<file path="config.mk">
export PLATFORM = sky130hd
export DESIGN_NAME = prog_loader
export DESIGN_NICKNAME = d
export VERILOG_FILES = /design/src/rtl/prog_loader_pkg.sv /design/src/rtl/prog_loader_checksum.sv /design/src/rtl/prog_loader.sv
export SDC_FILE = /design/constraint.sdc
export NUM_CORES = 1
export LEC_CHECK = 0
export BUFFER_PORTS_ARGS = -buffer_cell sky130_fd_sc_hd__buf_2
export CAP_MARGIN = 20
export CORE_ASPECT_RATIO = 1.75
export CORE_UTILIZATION = 50
export DETAILED_ROUTE_END_ITERATION = 12
export PLACE_DENSITY_LB_ADDON = 0.3
export SETUP_SLACK_MARGIN = 0.5
export SYNTH_ARGS = -nofsm -noshare
export SYNTH_HDL_FRONTEND = slang
export SYNTH_SLANG_ARGS = --single-unit
</file>
<file path="constraint.sdc">
create_clock -name fastClk -period 5.1 [get_ports fastClk]
set_input_delay 1.02 -clock fastClk [delete_from_list [all_inputs] [get_ports fastClk]]
set_output_delay 1.02 -clock fastClk [all_outputs]
set_load 0.005 [all_outputs]
</file>
<file path="src/rtl/prog_loader_pkg.sv">
// prog_loader_pkg: shared state encodings and sizing constants for the program loader.
package prog_loader_pkg;
  localparam int PROG_DEPTH_DEF     = 16;
  localparam int RELEASE_CYCLES_DEF = 2;
  localparam int ADDR_W             = 4;
  localparam int DATA_W             = 8;
  localparam int CNT_W              = 5;
  typedef logic [2:0] state_t;
  localparam state_t S_HOLD    = 3'd0;
  localparam state_t S_LOAD    = 3'd1;
  localparam state_t S_VERIFY  = 3'd2;
  localparam state_t S_RELEASE = 3'd3;
  localparam state_t S_RUN     = 3'd4;
  localparam state_t S_ERROR   = 3'd5;
endpackage

</file>
<file path="src/rtl/prog_loader_checksum.sv">
// loader_checksum: modulo-256 byte accumulator with synchronous clear and enable.
module loader_checksum
  import prog_loader_pkg::*;
(
  input  logic              fastClk,
  input  logic              rst,
  input  logic              clr,
  input  logic              en,
  input  logic [DATA_W-1:0] din,
  output logic [DATA_W-1:0] sum
);
  logic [DATA_W-1:0] sum_q;
  always_ff @(posedge fastClk or negedge rst) begin
    if (!rst) sum_q <= '0;
    else if (clr) sum_q <= '0;
    else if (en) sum_q <= sum_q + din;
  end
  assign sum = sum_q;
endmodule

</file>
<file path="src/rtl/prog_loader.sv">
// prog_loader: loads a checksummed program into RAM, verifies it by read-back,
// then releases the CPU from reset.
module prog_loader
  import prog_loader_pkg::*;
#(
  parameter int PROG_DEPTH     = PROG_DEPTH_DEF,
  parameter int RELEASE_CYCLES = RELEASE_CYCLES_DEF
) (
  input  logic              fastClk,
  input  logic              rst,
  input  logic              load_start,
  input  logic              run_start,
  input  logic              abort,
  input  logic              byte_valid,
  input  logic [DATA_W-1:0] byte_data,
  output logic              byte_ready,
  input  logic [DATA_W-1:0] ram_rdata,
  output logic              prog_mode,
  output logic [ADDR_W-1:0] prog_addr,
  output logic [DATA_W-1:0] prog_data,
  output logic              prog_we,
  output logic              cpu_rst_n,
  output logic              busy,
  output logic              done,
  output logic              error
);
  state_t            state_q, state_d;
  logic [CNT_W-1:0]  cnt_q, cnt_d;
  logic              dp_q, dp_d;
  logic [DATA_W-1:0] lsum, rsum;
  logic              accept, wr, last, vdone, rel_done, enter_load, sum_clr, rsum_en;
  assign accept     = state_q == S_LOAD && byte_valid;
  assign wr         = accept && cnt_q < CNT_W'(PROG_DEPTH);
  assign last       = accept && cnt_q == CNT_W'(PROG_DEPTH);
  assign vdone      = state_q == S_VERIFY && cnt_q == CNT_W'(PROG_DEPTH + 1);
  assign rel_done   = state_q == S_RELEASE && cnt_q == CNT_W'(RELEASE_CYCLES - 1);
  assign enter_load = state_d == S_LOAD && state_q != S_LOAD;
  // Any entry into HOLD comes from an abort, which discards both sums.
  assign sum_clr    = enter_load || (state_d == S_HOLD && state_q != S_HOLD);
  // Read data lags the address by one cycle, so sum on counts 1..PROG_DEPTH.
  assign rsum_en    = state_q == S_VERIFY && cnt_q != '0 && cnt_q <= CNT_W'(PROG_DEPTH);
  always_comb begin
    state_d = state_q;
    case (state_q)
      S_HOLD:    state_d = load_start ? S_LOAD : run_start ? S_RELEASE : S_HOLD;
      S_LOAD:    state_d = abort ? S_HOLD : last ? (byte_data == lsum ? S_VERIFY : S_ERROR) : S_LOAD;
      S_VERIFY:  state_d = abort ? S_HOLD : vdone ? (rsum == lsum ? S_RELEASE : S_ERROR) : S_VERIFY;
      S_RELEASE: state_d = rel_done ? S_RUN : S_RELEASE;
      S_RUN:     state_d = load_start ? S_LOAD : S_RUN;
      S_ERROR:   state_d = load_start ? S_LOAD : S_ERROR;
      default:   state_d = S_HOLD;
    endcase
    cnt_d = state_d != state_q ? '0 :
            (state_q == S_VERIFY || state_q == S_RELEASE || wr) ? cnt_q + 1'b1 : cnt_q;
    dp_d  = enter_load ? 1'b0 : (state_q == S_VERIFY && state_d == S_RELEASE) ? 1'b1 : dp_q;
  end
  always_ff @(posedge fastClk or negedge rst) begin
    if (!rst) begin
      state_q <= S_HOLD;
      cnt_q   <= '0;
      dp_q    <= 1'b0;
    end else begin
      state_q <= state_d;
      cnt_q   <= cnt_d;
      dp_q    <= dp_d;
    end
  end
  loader_checksum u_load_sum (
    .fastClk(fastClk), .rst(rst), .clr(sum_clr), .en(wr), .din(byte_data), .sum(lsum)
  );
  loader_checksum u_read_sum (
    .fastClk(fastClk), .rst(rst), .clr(sum_clr), .en(rsum_en), .din(ram_rdata), .sum(rsum)
  );
  assign byte_ready = state_q == S_LOAD;
  assign prog_we    = wr;
  assign prog_data  = wr ? byte_data : '0;
  assign prog_addr  = (wr || (state_q == S_VERIFY && cnt_q < CNT_W'(PROG_DEPTH))) ? cnt_q[ADDR_W-1:0] : '0;
  assign prog_mode  = !(state_q == S_RELEASE || state_q == S_RUN);
  assign cpu_rst_n  = state_q == S_RUN;
  assign busy       = state_q == S_LOAD || state_q == S_VERIFY;
  assign done       = state_q == S_RUN && dp_q;
  assign error      = state_q == S_ERROR;
endmodule

</file>
# After elaboration in Yosys (flattened, before gate mapping)
# Index checks and enable logic that the tools add are counted.
[totals]
ff_bits = 25
mem_bits_rw = 0
wordCells = 73
latchBits = 0
out_inout_bits = 19
mem_count = 0
romBits = 0
[op_classes]
n_shift = 0
muxes = 22
bitwise = 0
n_reduce_logical = 27
eq_ne = 14
n_mul = 0
div_mod_pow = 0
addsub = 3
order_cmp = 2
[op_table]
columns = ["cell", "count"]
rows = [
  ["8-bit two-way mux", 5],
  ["3-bit two-way mux", 9],
  ["3-bit one-hot mux with 6 select lines", 1],
  ["8-bit adder", 2],
  ["8-bit == test", 2],
  ["1-bit logical AND", 12],
  ["5-bit == test (second input constant)", 2],
  ["5-bit two-way mux", 2],
  ["3-bit by 2-bit == test with 1-bit output (second input constant)", 3],
  ["2-bit nonzero test", 4],
  ["3-bit by 1-bit == test with 1-bit output (second input constant)", 2],
  ["3-bit == test (second input constant)", 2],
  ["3-bit zero test", 2],
  ["1-bit logical OR", 6],
  ["5-bit by 1-bit adder with 5-bit output (second input constant)", 1],
  ["5-bit by 1-bit == test with 1-bit output (second input constant)", 1],
  ["5-bit <= comparator (second input constant)", 1],
  ["5-bit < comparator (second input constant)", 1],
  ["5-bit nonzero test", 1],
  ["2-bit two-way mux", 2],
  ["4-bit two-way mux", 1],
  ["3-bit by 1-bit != test with 1-bit output (second input constant)", 1],
  ["3-bit != test", 1],
  ["3-bit nonzero test", 1],
  ["other kinds (2)", 3],
]

# Depth between registers and ports, before layout
[depth]
word_depth = 10
depth_mapped = 8

# Cells and area by module
# Synthesis repeated with hierarchy kept, for this count alone.
[unflattened]
cells_unflattened = 248
area_unflattened_um2 = 2378.5
[by_module_without_submodules]
columns = ["mod", "area_per_inst_um2", "cells_per_inst", "instances", "seq_area_each_um2"]
rows = [
  ["prog_loader", 1049.8, 117, 1, 225.2],
  ["loader_checksum at u_load_sum", 681.9, 65, 1, 200.2],
  ["loader_checksum at u_read_sum", 646.9, 66, 1, 200.2],
]

# Worst setup path before layout
# OpenSTA, ideal clock, no wires.
[synth_timing]
path_type = "input -> register"
startpoint = "input port byte_data[5]"
endpoint = "register cnt_q[0]"
arrival_time_ps = 2849
setup_time_ps = 72
path_stages = 7
slack_ps = 2179
n_path_buf = 0
path_cell_list = "ha_1 -> nor4_1 -> and3_1 -> nor2_1 -> o41a_1 -> or4_4 -> nor2_1"
[synth_via]
elab_chain_len = 7
elab_cells_between_ends = 8
[synth_rtl]
columns = ["item", "line", "source"]
rows = [
  ["start, declared", "prog_loader.sv:15", "input logic [DATA_W-1:0] byte_data,"],
  ["8-bit == test *", "prog_loader.sv:46", "S_LOAD: state_d = abort ? S_HOLD : last ? (byte_data == lsum ? S_VERIFY : S_ERROR) : S_LOAD;"],
  ["3-bit two-way mux * (3 in a row)", "prog_loader.sv:46", ""],
  ["3-bit one-hot mux with 6 select lines *", "prog_loader.sv:44", "case (state_q)"],
  ["3-bit != test *", "prog_loader.sv:53", "cnt_d = state_d != state_q ? '0 :"],
  ["5-bit two-way mux / 2-bit nonzero test (equally long branches)", "--", ""],
  ["end signal, assigned", "prog_loader.sv:64", "cnt_q <= cnt_d;"],
  ["end, declared", "prog_loader.sv:28", "logic [CNT_W-1:0] cnt_q, cnt_d;"],
]
# Mark *: on every way between the ends. The rest lies on a longest branch, timed or not.
# A chain may end at the register's enable or synchronous reset.

# Worst setup path in the final report
[layout_timing]
startpoint = "register state_q[0]"
endpoint = "output port prog_data[6]"
[layout_via]
elab_chain_len = 4
[layout_rtl]
columns = ["item", "line", "source"]
rows = [
  ["start, declared", "prog_loader.sv:27", "state_t state_q, state_d;"],
  ["start signal, assigned", "prog_loader.sv:63", "state_q <= state_d;"],
  ["3-bit by 1-bit == test with 1-bit output", "prog_loader.sv:32", "assign accept = state_q == S_LOAD && byte_valid;"],
  ["1-bit logical AND", "prog_loader.sv:32", ""],
  ["1-bit logical AND", "prog_loader.sv:33", "assign wr = accept && cnt_q < CNT_W'(PROG_DEPTH);"],
  ["8-bit two-way mux", "prog_loader.sv:76", "assign prog_data = wr ? byte_data : '0;"],
  ["end, declared", "prog_loader.sv:20", "output logic [DATA_W-1:0] prog_data,"],
]
# No other way between the ends.

==> results.py <==
metrics = {
    "outcome": {
        "outcome": "finished clean",
    },
    "layout": {
        "fillers": 417,
        "final_util_pct": 58.6,
        "syn2layout_area_growth_pct": 13.0,
        "final_cells": 333,
        "postLayoutCellArea_sq_um": 2410,
        "multi_input_area_sq_um": 1420,
        "finalNetCount": 326,
        "layout-drive-gt1-share_pct": 20.1,
        "register_area_sq_um": 626,
        "diodes": 0,
    },
    "worst_hold_path": {
        "min_path_type": "register to register",
    },
    "routing": {
        "drt_iter0_drc": 23,
        "wl_per_cell_um": 14.1,
        "drc": 0,
        "detail-route-antenna-nets": 0,
        "vias": 1886,
        "drt-total-wl_um": 4700,
        "first_pass_iters": 4,
        "routed_via_density": 5.66,
    },
    "global_routing": {
        "grt-ovfl-total": 0,
        "grt_pass1_vias": 1742,
        "grt_max_degree": 26,
        "track_usage_pct": 22.8,
        "antenna_found_initial": 0,
        "grt_first_pass_wirelength_um": 7730,
    },
    "power": {
        "power_mw": 1.13,
        "power.leakage_nw": 1.22,
        "p_per_area_nw_per_um2": 467,
        "ir_drop_uv": 266,
    },
    "synth": {
        "synthTopCellsByArea": "dfrtp_1, ha_1, nor2_1",
        "ys_seq_area_share_pct": 29.3,
        "synth.most_common_cell": "nor2_1",
        "synth_top_area_share_pct": 29.3,
        "synth_top_cell_by_area": "dfrtp_1",
        "synth_edf_count": 0,
        "syn_area_sq_um": 2130,
        "async_flop_share_pct": 100,
        "synth.distinct_cells": 52,
        "ys_ff_latch": 25,
        "syn-num-nets": 288,
        "synth_cells": 247,
        "synth_common_cells": "nor2_1, dfrtp_1, a21oi_1",
        "yosysWarnings": 0,
        "avgSynthCellArea_sq_um": 8.64,
        "synth_ff_type": "dfrtp_1",
    },
    "sta": {
        "fin_crit_sh_pct": 68.4,
        "relSlewSlack_pct": 59.5,
        "rsz0062_at_grt": "false",
        "finalSetupViolCount": 0,
        "slew_viol_final": 0,
        "setup_tns_ns": 0,
        "finClkSkew_ns": 0.00342,
        "worst_slew_pin_slew_ns": 0.599,
        "hold_viol_final": 0,
        "fmax_mhz": 287,
        "fin_crit_ns": 3.49,
    },
    "placement": {
        "numPortBuffers": 40,
        "hpwl_um": 3830,
        "place_area_sq_um": 2360,
        "dp.cells": 328,
        "gp_congestion": 0.894,
    },
    "floorplanning": {
        "die_w_um": 51.4,
        "die_y_um": 88.4,
        "pin_count": 41,
        "dieArea_sq_um": 4540,
        "coreArea_sq_um": 4110,
        "start_util_pct": 51.9,
        "num_rows": 31,
    },
    "clock_tree": {
        "cts_tree": "built",
        "clk_pin_slew_worst_paths_ns": 0.08,
        "hold_buffers": 0,
        "cts_buffer_depth": 2,
        "insertion_delay_ns": 0.27,
        "h-tree-depth": 1,
        "postCtsSetupRepairBufs": 0,
        "ctsRootBufferMaster": "clkbuf_8",
        "cts_buffers": 3,
        "clock_sinks": 25,
        "cts_resized": 0,
    },
    "worst_setup_path": {
        "worstPathMaxFanout": 15,
        "crit_arrival_ns": 2.47,
        "required_ns": 4.08,
        "end_kind": "primary output",
        "startpoint_type": "register",
        "reg2reg_slack_ns": 2.62,
        "worst-setup-path-type": "register to primary output",
    },
    "job": {
        "maxCapViolations": 0,
    },
}
## flip-flops by register name (all words and copies together), names as in the netlist
signal and count:
state_q 3, cnt_q 5, u_read_sum.sum 8, dp_q 1, u_load_sum.sum 8
## placed cells by master (no fill, tap or decap), types with 3 or more instances in the layout
cell      synthesis  final
or3_1             3      3
mux2i_1           5      5
ha_1             17     17
a21oi_1          21     21
clkbuf_8          0      3
o21bai_1          3      3
nand2_1          14     14
xor2_1           12     12
a211oi_1          5      5
and2_1           13     13
o21ai_0           8      8
nand3_1           9      9
nand2b_1          3      3
nor3_1            9      9
nor2_1           29     29
nand4_1           3      3
inv_1            10     10
dfrtp_1          25     25
xnor2_1           9      9
buf_2             4     40
nor2b_1           3      3
nor4_1            3      3
## final timing paths
check	startpoint	to	cells past startpoint
min reg2reg	dp_q	dp_q	1
max reg2reg	u_load_sum.sum[4]	cnt_q[0]	7
min	dp_q	dp_q	1
min in group asynchronous	rst	cnt_q[2]	1
max in group asynchronous	rst	dp_q	1
max	state_q[0]	prog_data[6]	5
## kinds of logic after synthesis
group                    share of synthesized area (%)
AO/OA/AOI/OAI                                     17.8
XOR/XNOR                                          8.62
adder cells (fa/ha/maj)                           11.8
buffers and inverters                             3.93
flip-flops                                        29.3
multiplexers                                      2.35
AND/OR/NAND/NOR                                   26.2
## per-stage QoR
step	hold WS, ns	worst slack, ns
floorplan	0.452	2.18
global placement	0.490	1.69
detailed placement	0.490	1.57
CTS	0.509	1.63
global route	0.522	1.44
finish	0.497	1.61
## critical path: stages (launching register included)
cell and delay [ns]:
dfrtp_1 0.64, nor3b_2 0.39, nand3_1 0.40, inv_1 0.46, and2_1 0.20, buf_2 0.11
## power breakdown
group          internal, mW  switching [mW]  total [mW]
sequential            0.250          0.0876       0.337
combinational         0.303           0.369       0.672
clock                0.0547          0.0619       0.117
total                 0.607           0.519        1.13
## layer usage
layer	wire length, um	part of all wire, %	GRT usage (%)	vias up
met5	0	0	0	-
met4	137	2.9	11.1	0
met3	105	2.2	2.23	9
met2	2540	54	40.3	37
met1	1920	41	27.1	882
li1	-	-	-	958
## final cells by class
| class | count | area share [%] |
|---|---|---|
| clock inverter | 1 | 0.208 |
| inverter | 10 | 1.56 |
| timing repair buffer | 42 | 8.93 |
| sequential | 25 | 26.0 |
| multi-input combinational | 203 | 59.1 |
| tap | 49 | 2.54 |
| clock buffer | 3 | 1.71 |
Power figures use the tool's default switching activity.
